===== src/rtl/muldiv_unit.sv =====
// -----------------------------------------------------------------------------
// muldiv_unit
//   Iterative multiply/divide unit with architectural HI/LO registers.
//   MULT/MULTU use a radix-2 shift-add multiplier on operand magnitudes.
//   DIV/DIVU use radix-2 restoring division on magnitudes. Every iterative
//   operation takes WIDTH busy cycles. MTHI/MTLO load HI/LO in one edge.
//
//   Optional feature (macro MULDIV_DIVZERO_EN): adds the divzero output.
//   A divide by zero then finishes after one busy cycle with HI/LO untouched.
//   Without the macro, a divide by zero runs the normal WIDTH-cycle algorithm.
//
// Parameters
//   WIDTH    operand/result width in bits (even, >= 8)
//
// Ports
//   clk      rising-edge clock
//   reset    asynchronous, active-high reset
//   start    request strobe. It is accepted only while busy is low.
//   op       000 MULT, 001 MULTU, 010 DIV, 011 DIVU, 100 MTHI, 101 MTLO,
//            11x no-op
//   a, b     operands. a also carries the MTHI/MTLO data.
//   busy     iterative operation in progress
//   done     one-cycle pulse when HI/LO are written by a MULT/DIV
//   hi, lo   HI and LO registers
//   divzero  divide-by-zero flag (MULDIV_DIVZERO_EN only)
// -----------------------------------------------------------------------------
module muldiv_unit #(
   parameter int WIDTH = 32
) (
   input  logic             clk,
   input  logic             reset,
   input  logic             start,
   input  logic [2:0]       op,
   input  logic [WIDTH-1:0] a,
   input  logic [WIDTH-1:0] b,
   output logic             busy,
   output logic             done,
   output logic [WIDTH-1:0] hi,
   output logic [WIDTH-1:0] lo
`ifdef MULDIV_DIVZERO_EN
   ,
   output logic             divzero
`endif
);

   localparam int              CW     = (WIDTH > 1) ? $clog2(WIDTH) : 1;
   localparam logic [CW-1:0]   LAST   = CW'(WIDTH - 1);

   localparam logic [0:0]      S_IDLE = 1'b0;
   localparam logic [0:0]      S_RUN  = 1'b1;

   localparam logic [2:0]      OP_MTHI = 3'b100;
   localparam logic [2:0]      OP_MTLO = 3'b101;

   logic [0:0]       state;
   logic [CW-1:0]    count;

   // Operation context captured at acceptance
   logic             is_div_q;
   logic             neg_lo_q;     // negate product / quotient
   logic             neg_hi_q;     // negate remainder
   logic [WIDTH-1:0] opnd_q;       // multiplicand or divisor magnitude
   logic [WIDTH-1:0] acc_hi_q;     // partial product high / remainder
   logic [WIDTH-1:0] acc_lo_q;     // multiplier -> product low / dividend -> quotient
`ifdef MULDIV_DIVZERO_EN
   logic             dz_q;
`endif

   logic             accept;
   logic             arith;
   logic             sgn_op;
   logic             a_neg;
   logic             b_neg;
   logic [WIDTH-1:0] a_mag;
   logic [WIDTH-1:0] b_mag;

   logic [WIDTH-1:0]   addend;
   logic [WIDTH:0]     sum;
   logic [WIDTH:0]     trial;
   logic               ge;
   logic [WIDTH-1:0]   diff;
   logic [WIDTH-1:0]   nxt_hi;
   logic [WIDTH-1:0]   nxt_lo;
   logic [2*WIDTH-1:0] product;
   logic [WIDTH-1:0]   res_hi;
   logic [WIDTH-1:0]   res_lo;

   assign busy   = (state == S_RUN);
   assign accept = start & ~busy;
   assign arith  = ~op[2];
   assign sgn_op = ~op[0];                 // MULT and DIV are the signed forms
   assign a_neg  = sgn_op & a[WIDTH-1];
   assign b_neg  = sgn_op & b[WIDTH-1];
   assign a_mag  = a_neg ? -a : a;         // the most-negative value maps to 2^(WIDTH-1) unsigned
   assign b_mag  = b_neg ? -b : b;

   // One iteration of either algorithm, plus the final sign fixup
   // NOTE: every signal assigned in always_comb gets a value on every path, otherwise a latch is inferred.
   always_comb begin
      addend  = acc_lo_q[0] ? opnd_q : '0;
      sum     = {1'b0, acc_hi_q} + {1'b0, addend};

      // The remainder stays below the divisor, so the low WIDTH bits of the difference are exact when ge=1.
      trial   = {acc_hi_q, acc_lo_q[WIDTH-1]};
      ge      = (trial >= {1'b0, opnd_q});
      diff    = trial[WIDTH-1:0] - opnd_q;

      if (is_div_q) begin
         nxt_hi = ge ? diff : trial[WIDTH-1:0];
         nxt_lo = {acc_lo_q[WIDTH-2:0], ge};
      end else begin
         nxt_hi = sum[WIDTH:1];
         nxt_lo = {sum[0], acc_lo_q[WIDTH-1:1]};
      end

      product = {nxt_hi, nxt_lo};
      if (neg_lo_q) begin
         product = -product;
      end

      if (is_div_q) begin
         res_hi = neg_hi_q ? -nxt_hi : nxt_hi;
         res_lo = neg_lo_q ? -nxt_lo : nxt_lo;
      end else begin
         res_hi = product[2*WIDTH-1:WIDTH];
         res_lo = product[WIDTH-1:0];
      end
   end

   // Control and architectural state
   // NOTE: sequential state uses non-blocking assignments so that every register samples pre-edge values.
   always_ff @(posedge clk or posedge reset) begin
      if (reset) begin
         state   <= S_IDLE;
         count   <= '0;
         done    <= 1'b0;
         hi      <= '0;
         lo      <= '0;
`ifdef MULDIV_DIVZERO_EN
         divzero <= 1'b0;
`endif
      end else begin
         done <= 1'b0;
         case (state)
            S_IDLE: begin
               if (accept) begin
                  if (arith) begin
                     state   <= S_RUN;
                     count   <= '0;
`ifdef MULDIV_DIVZERO_EN
                     divzero <= 1'b0;
`endif
                  end else if (op == OP_MTHI) begin
                     hi <= a;
                  end else if (op == OP_MTLO) begin
                     lo <= a;
                  end
               end
            end
            default: begin
`ifdef MULDIV_DIVZERO_EN
               if (dz_q) begin
                  state   <= S_IDLE;
                  done    <= 1'b1;
                  divzero <= 1'b1;
               end else
`endif
               if (count == LAST) begin
                  state <= S_IDLE;
                  done  <= 1'b1;
                  hi    <= res_hi;
                  lo    <= res_lo;
               end else begin
                  count <= count + CW'(1);
               end
            end
         endcase
      end
   end

   // Datapath. Its contents only matter between acceptance and done.
   // NOTE: datapath registers carry no reset; they are always loaded on acceptance before being used.
   always_ff @(posedge clk) begin
      if (accept && arith) begin
         is_div_q <= op[1];
         acc_hi_q <= '0;
         if (op[1]) begin
            opnd_q   <= b_mag;
            acc_lo_q <= a_mag;
            neg_lo_q <= a_neg ^ b_neg;
            neg_hi_q <= a_neg;
         end else begin
            opnd_q   <= a_mag;
            acc_lo_q <= b_mag;
            neg_lo_q <= a_neg ^ b_neg;
            neg_hi_q <= 1'b0;
         end
`ifdef MULDIV_DIVZERO_EN
         dz_q <= op[1] & (b == '0);
`endif
      end else if (state == S_RUN) begin
         acc_hi_q <= nxt_hi;
         acc_lo_q <= nxt_lo;
      end
   end

endmodule


===== config.mk =====
export PLATFORM = sky130hd
export DESIGN_NAME = muldiv_unit
export DESIGN_NICKNAME = d
export VERILOG_FILES = /design/src/rtl/muldiv_unit.sv
export SDC_FILE = /design/constraint.sdc
export NUM_CORES = 1
export LEC_CHECK = 0
export ABC_AREA = 0
export CAP_MARGIN = 5
export CORE_MARGIN = 5
export CORE_UTILIZATION = 32
export CTS_BUF_LIST = sky130_fd_sc_hd__clkbuf_4
export CTS_CLUSTER_SIZE = 20
export DETAILED_ROUTE_END_ITERATION = 8
export GPL_TIMING_DRIVEN = 0
export MAX_ROUTING_LAYER = met4
export PLACE_DENSITY = 0.51
export RECOVER_POWER = 25
export SETUP_SLACK_MARGIN = 0.5
export SLEW_MARGIN = 20
export SYNTH_ARGS = -nofsm -noshare
export SYNTH_HDL_FRONTEND = slang
export SYNTH_SLANG_ARGS = --single-unit

===== constraint.sdc =====
create_clock -name clk -period 6.5 [get_ports clk]
set_input_delay 1.3 -clock clk [delete_from_list [all_inputs] [get_ports clk]]
set_output_delay 1.3 -clock clk [all_outputs]
set_load 0.01 [all_outputs]

# --- Yosys cells after proc, flatten, opt, wreduce, memory -nomap -nowiden ---
# Cells that the tools add are included.
totals:
  output_inout_bits: 66
  elab_cells: 79
  reg_bits: 170
classes:
  bitwise: 7
  eq_ne: 7
  n_reduce_logical: 9
  n_addsub: 8
  mux: 36
  order_cmp: 1
op_table:
  columns: ["cell", "count"]
  rows:
  - ["2-to-1 mux 32 bit", 25]
  - ["negator 32 bit", 4]
  - ["2-to-1 mux 64 bit", 1]
  - ["negator 64 bit", 1]
  - ["adder 32 x 32 -> 33 bit", 1]
  - ["greater-or-equal comparator 33 x 32 -> 1 bit", 1]
  - ["subtractor 32 bit", 1]
  - ["2-to-1 mux 5 bit", 4]
  - ["nonzero test 2 bit", 5]
  - ["== test 3 bit (second input constant)", 2]
  - ["2-to-1 mux 1 bit", 6]
  - ["adder 5 x 1 -> 5 bit (second input constant)", 1]
  - ["== test 5 bit (second input constant)", 1]
  - ["AND reduction 5 bit", 1]
  - ["inequality test 2 x 1 -> 1 bit (second input constant)", 2]
  - ["inequality test 2 bit (second input constant)", 2]
  - ["AND reduction 4 bit", 1]
  - ["AND 1 bit", 3]
  - ["NOT 1 bit", 3]
  - ["AND reduction 3 bit", 1]
  - ["logical AND 1 bit", 1]
  - ["bitwise XOR 1 bit", 1]

# --- Depth between registers and ports, before layout ---
logic_depth:
  depth_word: 8
  ltp_mapped: 23
  mapped_depth_nobuf: 20

# --- Least setup slack after synthesis ---
# OpenSTA, ideal clock, no wires.
synth_timing:
  kind: "register -> register"
  startpoint: "register opnd_q[1]"
  endpoint: "register hi[28]"
  stages_incl_launch_ff: 23
  period_less_slack_ns: 4.656
  arrival_ns: 4.522
  path_slack_ns: 1.844
  cell_sequence: "edfxtp_1 -> inv_1 -> ha_1 -> nor2b_1 -> o2111a_1 -> o211ai_1 -> a31o_1 -> buf_4 -> buf_4 -> a21oi_1 -> inv_1 -> ha_1 -> o21ai_0 -> nor2b_1 -> nand3_1 -> or3_1 -> nor4_2 -> nor2_1 -> o22a_1 -> or3b_1 -> o31ai_1 -> xnor2_1 -> o22ai_1"
synth_via:
  elab_chain_len: 8
  elab_cells_between_ends: 14
synth_lines:
  columns: ["item", "line_no", "text"]
  rows:
  - ["start, declared", "62", "logic [WIDTH-1:0] opnd_q;"]
  - ["start signal, assigned", "188", "opnd_q <= b_mag;"]
  - ["start signal, assigned", "193", "opnd_q <= a_mag;"]
  - ["2-to-1 mux 32 bit, or another cell as far along", "100", "addend = acc_lo_q[0] ? opnd_q : '0;"]
  - ["adder 32 x 32 -> 33 bit or 2-to-1 mux 32 bit (tied branches)", "101, 109", null]
  - ["2-to-1 mux 32 bit", "108", "if (is_div_q) begin"]
  - ["negator 64 bit or negator 32 bit (tied branches)", "118, 122", null]
  - ["2-to-1 mux 64 bit or 2-to-1 mux 32 bit (tied branches)", "117, 122", null]
  - ["2-to-1 mux 32 bit (*)", "121", "if (is_div_q) begin"]
  - ["2-to-1 mux 32 bit (*)", "168", "if (count == LAST) begin"]
  - ["2-to-1 mux 32 bit (*)", "144", "case (state)"]
  - ["end signal, assigned", "171", "hi <= res_hi;"]
  - ["end, declared", "38", "output logic [WIDTH-1:0] hi,"]
# Mark *: on every way between the ends. The rest lies on a longest branch, timed or not. The select of a mux whose other input is x is not followed.
# A chain may end at the register's enable or synchronous reset.

# --- Final worst setup path ---
layout_timing:
  startpoint: "register is_div_q"
  endpoint: "register hi[28]"
layout_via:
  elab_chain_len: 6
  elab_cells_between_ends: 9
layout_lines:
  columns: ["item", "line_no", "text"]
  rows:
  - ["start, declared", "59", "logic is_div_q;"]
  - ["start signal, assigned", "185", "is_div_q <= op[1];"]
  - ["2-to-1 mux 32 bit", "108", null]
  - ["negator 64 bit or negator 32 bit (tied branches)", "118, 122", null]
  - ["2-to-1 mux 64 bit or 2-to-1 mux 32 bit (tied branches)", "117, 122", null]
  - ["2-to-1 mux 32 bit (*)", "121", null]
  - ["2-to-1 mux 32 bit (*)", "168", null]
  - ["2-to-1 mux 32 bit (*)", "144", null]
# Marked as above.

==> impl_metrics.yaml <==
outcome:
  status: "complete, but fails checks"
  violations: "max-capacitance violations, max-slew violations"
cts:
  clk_path_buf_depth: 2
  cts_buffers: 17
  ctsHoldBuffers: 0
  htreeDepth: 4
  cts.sinks: 170
  cts_tree: "done"
  clkTransAtPathRegs_ps: 190
  root_buffer: "clkbuf_4"
  insertion_delay_ps: 710
synthesis:
  async_flop_share: 0.4176
  ys_ff_latch: 170
  ys_types: 98
  ys.flop_type: "dfrtp_1"
  synth_edf_count: 67
  syn_nets: 2118
  avgSynthCellArea_um2: 8.000
  yosysWarningCount: 0
  synth.area.top_cells: "edfxtp_1 (13%), dfrtp_1 (11%), a21oi_1 (7.3%)"
  synth_top_area_frac: 0.1273
  syn_area_um2: 15810
  synth_top_cell_by_area: "edfxtp_1"
  ys_seq_area_frac: 0.2802
  synth_cells: 1976
route:
  drt_iter0_markers: 1739
  vias_per_cell: 5.915
  drc: 0
  wl_um: 72370
  ant_nets: 0
  wl_per_cell_um: 25.65
  via_count: 16690
  drtPass1Iterations: 6
finish:
  layout-drive-gt1-share: 0.05992
  fin_nets: 2282
  design_area_um2: 18460
  layout.cells.non_filler: 2821
  fin_util: 0.3771
  syn_to_final_growth_pct: 16.78
  layout_commonest_cell: "a21oi_1"
  mostFrequentLayoutCells: "a21oi_1 (230), nor2_1 (183), nand2_1 (173), clkdlybuf4s50_1 (130), mux2i_1 (109)"
timing:
  drv_slew: 95
  final_hold_viol_count: 0
  fin_skew_ps: 40.45
  slew_headroom: -0.7928
  worstMarginPinSlew_ps: 2689
  rsz0062_at_grt: "no"
  post-route-period-util: 0.9019
  finalWorstSetupSlack_ps: 637.7
  fin_hold_ws_ps: 506.1
  min_period_ps: 5862
  setup_viol: 0
  fmax_mhz: 170.6
  tns_ps: 0
worst_setup_path:
  r2r_start: "is_div_q"
  crit_path_start_kind: "register"
  critical_path_class: "register to register"
  crit_path_end_kind: "register"
  reg2reg_to: "hi[28]"
  path_max_fanout: 10
  critPathLaunch: "is_div_q"
  reg2reg_depth: 17
  crit_arrival_ps: 6420
  rrSetupSlack_ps: 640
  crit_required_ps: 7060
floorplanning:
  rows: 81
  initial_utilization: 0.3230
  core_area_um2: 48950
  chipWidth_um: 232.3
  die_h_um: 232.3
  pin_count: 136
  dieArea_um2: 53950
global_routing:
  grt_pass1_vias: 15670
  grt_pass1_wl_um: 103800
  grt_antenna_before_repair: 6
  grt_use_total: 0.2667
  grt_max_degree: 50
  overflow: 0
placement:
  place_ws_ps: -255.3
  routabilityCongestion: 1.000
  place_inst: 2776
  place_hpwl_um: 59450
  port_buffers: 134
  place_area_um2: 18030
hold_path:
  hp-class: "register to register"
  min_to: "hi[12]"
  min_path_cells: 1
  min_from: "hi[12]"
power:
  vdd_drop_max_mv: 0.1651
  p_leak_nw: 7.364
  total_power_mw: 9.199
  power_density_nw_per_um2: 498.3
flow_run:
  maxCapViolations: 2
## worst max-delay path by stage
stage               slack [ps]  cells after the start      to
detailed placement        -260                     16  hi[22]
CTS                        480                     20  hi[22]
global route               510                     22  hi[28]
finish                     640                     17  hi[28]
global placement          -300                     16  hi[22]
floorplan                 1840                     22  hi[28]
## cells in the mapped netlist, drive strengths merged (13+ instances only)
| cell | instances |
|---|---|
| a21oi | 235 |
| nor2 | 185 |
| nand2 | 174 |
| o21ai | 113 |
| mux2i | 109 |
| xor2 | 85 |
| inv | 72 |
| dfrtp | 71 |
| ha | 70 |
| clkbuf | 69 |
| edfxtp | 67 |
| xnor2 | 62 |
| nor3 | 56 |
| nand3 | 44 |
| buf | 38 |
| and2 | 37 |
| nand4 | 37 |
| dfxtp | 32 |
| a31oi | 31 |
| a21o | 29 |
| o31ai | 27 |
| o211ai | 26 |
| a22o | 25 |
| nor2b | 24 |
| nor4 | 21 |
| or3 | 16 |
| and3 | 14 |
| a211oi | 13 |
| nand2b | 13 |
## layout make-up
class | instances | area (um2)
Timing Repair Buffer | 145 | 1433
Inverter | 74 | 279.0
Buffer | 107 | 478.0
Antenna cell | 4 | 10.01
Tap cell | 664 | 830.8
Sequential cell | 170 | 4431
Fill cell | 5122 | 30490
Clock buffer | 17 | 127.6
Clock inverter | 15 | 177.7
Multi-Input combinational cell | 1625 | 10700
## layer usage
layer / up-vias / wire length (um) / global-route usage
met5: - / 0 / -
met4: 0 / 2754 / 0.09010
met3: 138 / 4838 / 0.03827
met2: 766 / 33650 / 0.4276
met1: 8138 / 31120 / 0.3478
li1: 7645 / - / -
## where the power goes
part	internal, mW	switching [mW]
Combinational	2.39	3.97
Sequential	1.64	0.497
Clock	0.244	0.465
Total	4.27	4.93
## critical path: stages (launching register included)
cell	delay, ps
edfxtp_1	470
buf_2	290
buf_2	360
clkdlybuf4s15_2	530
buf_2	390
mux2i_1	540
ha_1	260
o21ai_0	150
nor2b_2	260
nand3_1	210
or3_4	490
nor4_4	380
nor2_1	100
o22a_1	170
or3b_1	450
o31ai_1	340
xnor2_1	190
o22ai_1	110
## cells by family after synthesis
group	after synthesis	share of synthesized area
adder cells (fa/ha/maj)	72	0.05793
AND/OR/NAND/NOR	672	0.2111
AO/OA/AOI/OAI	621	0.2504
buffers and inverters	181	0.04709
XOR/XNOR	147	0.08144
flip-flops	170	0.2802
multiplexers	113	0.07186
## sequential cells by signal, indices dropped and copies added, names as in the netlist
name and flops:
acc_hi_q 32, opnd_q 32, neg_hi_q 1, done 1
acc_lo_q 32, count 5, neg_lo_q 1, lo 32
hi 32, busy 1, is_div_q 1
## repair_timing
action / in CTS / in global routing
buffers inserted: 1 / 8
setup endpoints to repair: 11 / 10
pin swaps: 1 / 3
gates resized for setup: 9 / 10
Power figures use the tool's default switching activity.
==> edit 1, RTL diff (same flow settings) <==
Register the inputs `start` and `a` before use, without a reset. The logic sees them one clock later. The other inputs are not delayed to match. Comments in the files are not updated.
--- a/src/rtl/muldiv_unit.sv
+++ b/src/rtl/muldiv_unit.sv
@@ -52,6 +52,14 @@
    localparam logic [2:0]      OP_MTHI = 3'b100;
    localparam logic [2:0]      OP_MTLO = 3'b101;
 
+   logic start_q;
+   logic [WIDTH-1:0] a_q;
+
+   always_ff @(posedge clk) begin
+      start_q <= start;
+      a_q     <= a;
+   end
+
    logic [0:0]       state;
    logic [CW-1:0]    count;
 
@@ -86,12 +94,12 @@
    logic [WIDTH-1:0]   res_lo;
 
    assign busy   = (state == S_RUN);
-   assign accept = start & ~busy;
+   assign accept = start_q & ~busy;
    assign arith  = ~op[2];
    assign sgn_op = ~op[0];                 // MULT and DIV are the signed forms
-   assign a_neg  = sgn_op & a[WIDTH-1];
+   assign a_neg  = sgn_op & a_q[WIDTH-1];
    assign b_neg  = sgn_op & b[WIDTH-1];
-   assign a_mag  = a_neg ? -a : a;         // the most-negative value maps to 2^(WIDTH-1) unsigned
+   assign a_mag  = a_neg ? -a_q : a_q;         // the most-negative value maps to 2^(WIDTH-1) unsigned
    assign b_mag  = b_neg ? -b : b;
 
    // One iteration of either algorithm, plus the final sign fixup
@@ -151,9 +159,9 @@
                      divzero <= 1'b0;
 `endif
                   end else if (op == OP_MTHI) begin
-                     hi <= a;
+                     hi <= a_q;
                   end else if (op == OP_MTLO) begin
-                     lo <= a;
+                     lo <= a_q;
                   end
                end
             end
Check against the original RTL: not equivalent (Yosys sat finds a counterexample within 4 cycles, from zero or initial values and one cycle with reset high).
==> edit 1 against the original RTL <==
- the flow still finishes with violations (max-capacitance violations, max-slew violations)
- critical path depth increased by 8
- first-iteration DRC count decreased by 18%
- count of clock-buffer cells in the layout increased by 54
- worst setup slack improved by 0.082 ns
- total power increased by 8.8%
- cell area increased by 5.9%
- sequential cell count increased by 33
- non-clock buffer count decreased by 8
- wire length about the same
- synthesized cell count decreased by 0.46%
- area after synthesis increased by 3.7%
- die area increased by 3.6%
- critical path type unchanged
==> edit 1: results (changes against the original RTL) <==
| Metric | Value |
|---|---|
| Status | complete, but fails checks |
| Failing checks | max-capacitance violations, max-slew violations |
| DR pass1 iterations | 5 (-1) |
| Asr flop ratio synth | 35.0% (-6.8 points) |
| Largest stage delay, worst path | 0.52 ns (-0.02 ns) |
| Worst slew pin tran | 2.66 ns (-0.0248 ns) |
| Total CTS buffers | 53 (+36) |
| Clk slew on worst S/H paths | 0.07 ns (-0.12 ns) |
| Max-slew violations | 45 (-53%) |
| Detail Placement HPWL | 58400 um (-1.8%) |
| Syn Inst Count | 1967 (-0.46%) |
| Post-synthesis adder-cell area fraction | 5.59% (-0.21 points) |
| H-tree levels | 2 (-2) |
| Max Cap Violations | 1 (-1) |
| Gpl congestion | 1.02 (+1.5%) |
| Switching Fraction | 51.2% (-2.4 points) |
| Placed cell area | 18700 um^2 (+3.4%) |
| Leak | 7.88 nW (+7.0%) |
| GRT Overall Usage | 25.5% (-1.1 points) |
| Dpl ws | -0.838 ns (-0.583 ns) |
| Clock buffer depth | 3 (+1) |
| Vias in the first global route | 16.0k (+2.4%) |
| WL final | 72400 um (about the same) |
| First-pass GRT wire length | 106000 um (+2.0%) |
| Maximum vdd drop | 198 uV (+20%) |
| Vias per inst | 5.61 (-5.2%) |
| Clock latency on the worst-skew pair | 0.75 ns (+0.04 ns) |
| Port bufs | 135 (+0.75%) |
| Compound-Gate Fraction of Synth Area | 23.0% (-2.0 points) |
| Final Power | 0.0100 W (+8.8%) |
| Routed len/inst | 25.0 um (-2.5%) |
| Largest net degree at the start of global routing | 45 (-10%) |
| Layout Skew | 0.0499 ns (+0.00944 ns) |
| CP max-delay cell | or4_1 |
| Seq/Total Area, Yosys | 31.0% (+3.0 points) |
==> edit 1: cell types whose count changed in the layout (fill, tap and decap cells not counted), moves of 10 or more <==
cell	before	now
nor2_1	183	193
nand4_1	35	15
xor2_1	85	67
dlygate4sd3_1	4	36
clkdlybuf4s50_1	130	99
clkbuf_1	69	59
a21oi_1	230	206
xnor2_1	62	84
dfxtp_1	31	63
clkbuf_4	17	73
a31oi_1	30	16
a22o_1	25	7
clkinv_1	2	24
==> edit 1: kinds of logic after synthesis <==
group | count (synthesis)
buf+inv | 171
compound gates | 573
mux | 125
xor+xnor | 152
fa+ha+maj | 72
flops | 203
simple gates | 671
==> edit 1: path summary, 6_finish.rpt <==
check,start,endpoint,slack [ns],depth (start not counted)
min,hi[4]$_DFFE_PP0P_,hi[4]$_DFFE_PP0P_,0.48,2
max in group asynchronous,reset,hi[5]$_DFFE_PP0P_,2.18,3
max reg2reg,opnd_q[8]$_DFFE_PP_,hi[20]$_DFFE_PP0P_,0.72,25
min in group asynchronous,reset,lo[25]$_DFFE_PP0P_,1.29,2
min reg2reg,hi[4]$_DFFE_PP0P_,hi[4]$_DFFE_PP0P_,0.48,2
max,opnd_q[8]$_DFFE_PP_,hi[20]$_DFFE_PP0P_,0.72,25
==> edit 1: cell type report <==
cell class              count  area [um^2]
inverters                  76          287
flip-flops and latches    203         5090
clock buffers              71          533
multi-input cells        1593        10700
fillers                  5243        31400
repair buffers            149         1470
clock inverters            27          133
well taps                 680          851
plain buffers              95          469
diodes                      1         2.50
==> edit 1: what timing repair did <==
action	CTS	global route
pin swaps	5	8
setup buffers	4	8
resized for setup	29	11
setup endpoints to repair	20	12
==> edit 1: metal layers <==
metal  global-route usage (%)  wire length [um]
met5                        -                 0
met4                     8.43              2820
met3                     2.43              3890
met2                     42.3             34300
met1                     33.0             31400
==> edit 2, RTL diff (same settings) <==
Made on the original files. The option `MULDIV_DIVZERO_EN` is turned on by a define.
--- a/src/rtl/muldiv_unit.sv
+++ b/src/rtl/muldiv_unit.sv
@@ -24,6 +24,8 @@
 //   hi, lo   HI and LO registers
 //   divzero  divide-by-zero flag (MULDIV_DIVZERO_EN only)
 // -----------------------------------------------------------------------------
+`define MULDIV_DIVZERO_EN
+
 module muldiv_unit #(
    parameter int WIDTH = 32
 ) (
Function (old outputs only; new: divzero): changed (a bounded check fails within 4 cycles, from zero or initial values and one cycle with reset high).
==> edit 2 against the original RTL <==
- the run still ends with max-capacitance violations, max-slew violations left
- total power fell by 27%
- worst setup slack got worse by 0.068 ns
- combinational power is 32% lower
- via count fell by 1.3%
- critical path depth grew 6
- cell area rose by 1.7%
- final cell count fell by 0.11%
- first-iteration DRC count shrank 14%
- sequential cell count increased by 2
- sequential power shrank 18%
- area after synthesis up 1.2%
- largest power group unchanged
- wire length is 0.26% higher
==> edit 2: results (changes against the original RTL) <==
| Metric | Value |
|---|---|
| Largest stage delay, worst path | 0.47 ns (-0.07 ns) |
| Hold path cells | 2 (+1) |
| Nets@finish | 2271 (-0.48%) |
| Leak | 7.46 nW (+1.4%) |
| Number of synthesized flops with an enable pin | 68 (+1.5%) |
| Fillcell total | 5200 (+1.5%) |
| Reg2reg path depth | 23 (+6) |
| Commonest cells in the netlist | nand2_1 (207), o21ai_0 (175), a21oi_1 (147), nor2_1 (132), mux2i_1 (119) |
| Detail Placement HPWL | 58900 um (-1.0%) |
| First-pass GRT wire length | 106000 um (+1.9%) |
| Port bufs | 136 (+1.5%) |
| Synth area leaders | edfxtp_1 (13%), dfrtp_1 (11%), mux2i_1 (7.4%), ha_1 (5.5%), o21ai_0 (5.5%) |
| Asr flop ratio synth | 41.9% (+0.096 points) |
| Seq/Total Area, Yosys | 28.0% (about the same) |
| Max Cap Violations | 3 (+1) |
| Combinational logic power | 0.00431 W (-32%) |
| Layout cell share with drive strength beyond 1 | 6.96% (+0.96 points) |
| Worst slew pin tran | 2.42 ns (-0.267 ns) |
| Via Count | 16.5k (-1.3%) |
| Placed cell area | 18300 um^2 (+1.3%) |
| Max Fanout on Critical Path | 10 (unchanged) |
| Total placed cells including tap cells | 2772 (-0.14%) |
| Final Power | 0.00670 W (-27%) |
| Layout Skew | 0.0262 ns (-0.0143 ns) |
| Vias per inst | 5.84 (-1.2%) |
| Total CTS buffers | 17 (unchanged) |
| Avg Cell Area, Syn | 8.16 um^2 (+2.0%) |
| Clock latency on the worst-skew pair | 0.69 ns (-0.02 ns) |
| CP max-delay cell | nor3_1 |
| Top-count cell post-synth | nand2_1 |
| Initial antenna violation count | 7 (+1) |
| Max-slew violations | 106 (+12%) |
| DR pass1 iterations | 7 (+1) |
| Largest net degree at the start of global routing | 46 (-8.0%) |
| Failing checks | max-capacitance violations, max-slew violations |
| GRT Overall Usage | 26.7% (about the same) |
| Gpl congestion | 0.953 (-4.8%) |
| NetSw | 0.00347 W (-30%) |
| Maximum vdd drop | 119 uV (-28%) |
| Mapped Nets | 2103 (-0.71%) |
| DRT iter0 DRCs | 1490 (-14%) |
| Seq group | 0.00175 W (-18%) |
| Unique masters post-synth | 97 (-1.0%) |
| Routed len/inst | 25.7 um (+0.37%) |
| Critical Path AT | 6.49 ns (+0.07 ns) |
| Status | complete, but fails checks |
| Clk slew on worst S/H paths | 0.16 ns (-0.03 ns) |
[edit 2: cell count changes in the layout (fill, tap and decap cells not counted), sizes merged, moves of 15 or more]
cell,delta
a21oi,-85
and3,+15
nand2,+33
o211ai,-15
nor2,-53
o21ai,+69
[edit 2: metal layers]
metal  vias to the layer above  global-route usage [%]  wire length, um
met5                         -                       -                0
met2                       688                    43.4            34100
li1                       7616                       -                -
met1                      8044                    33.8            31100
met4                         0                    10.2             3020
met3                       123                    3.57             4360
[edit 2: kinds of logic after synthesis]
logic type      Yosys count  synth area share [%]
mux                     132                  8.38
flops                   172                  28.0
xor+xnor                143                  7.83
buf+inv                 181                  4.64
simple gates            654                  20.4
compound gates          607                  25.0
fa+ha+maj                72                  5.72
[edit 2: area by class of cell]
type | instances | area, um^2 | area share (%)
Clock inverter | 15 | 128 | 0.679
Sequential cell | 172 | 4490 | 23.9
Multi-Input combinational cell | 1608 | 10900 | 58.1
Antenna cell | 4 | 10.0 | 0.0533
Timing Repair Buffer | 149 | 1450 | 7.73
Clock buffer | 17 | 128 | 0.679
Tap cell | 672 | 841 | 4.48
Inverter | 72 | 272 | 1.45
Buffer | 109 | 558 | 2.97
[edit 2: stage by stage]
step | worst slack [ns] | hold slack, ns
finish | 0.569 | 0.506
global placement | -3.56 | 0.467
detailed placement | -3.51 | 0.473
CTS | 0.530 | 0.509
floorplan | 0.847 | 0.470
global route | 0.498 | 0.536
[edit 2: worst paths after layout]
| path | start | end | slack (ns) |
|---|---|---|---|
| max | is_div_q$_DFFE_PP_ | hi[6]$_DFFE_PP0P_ | 0.57 |
| min | lo[30]$_DFFE_PP0P_ | lo[30]$_DFFE_PP0P_ | 0.51 |
| max reg2reg | is_div_q$_DFFE_PP_ | hi[6]$_DFFE_PP0P_ | 0.57 |
| min reg2reg | lo[30]$_DFFE_PP0P_ | lo[30]$_DFFE_PP0P_ | 0.51 |
| max in group asynchronous | reset | hi[16]$_DFFE_PP0P_ | 2.25 |
| min in group asynchronous | reset | lo[23]$_DFFE_PP0P_ | 1.39 |
[edit 2: critical path, delay by kind of cell, from the launching register on]
family | cells | cell delay, ns
adders and majority gates | 1 | 0.18
AOI/OAI and AO/OA | 6 | 1.14
xor gates and xnor gates | 1 | 0.14
DFF | 1 | 0.36
and+or+nand+nor | 5 | 1.58
buffers and inverters | 10 | 2.39
[edit 2: repair_timing]
action / CTS / global route
buffers inserted: 2 / 8
resized for setup: 38 / 34
setup endpoints to repair: 73 / 11
pin swaps: 3 / 12
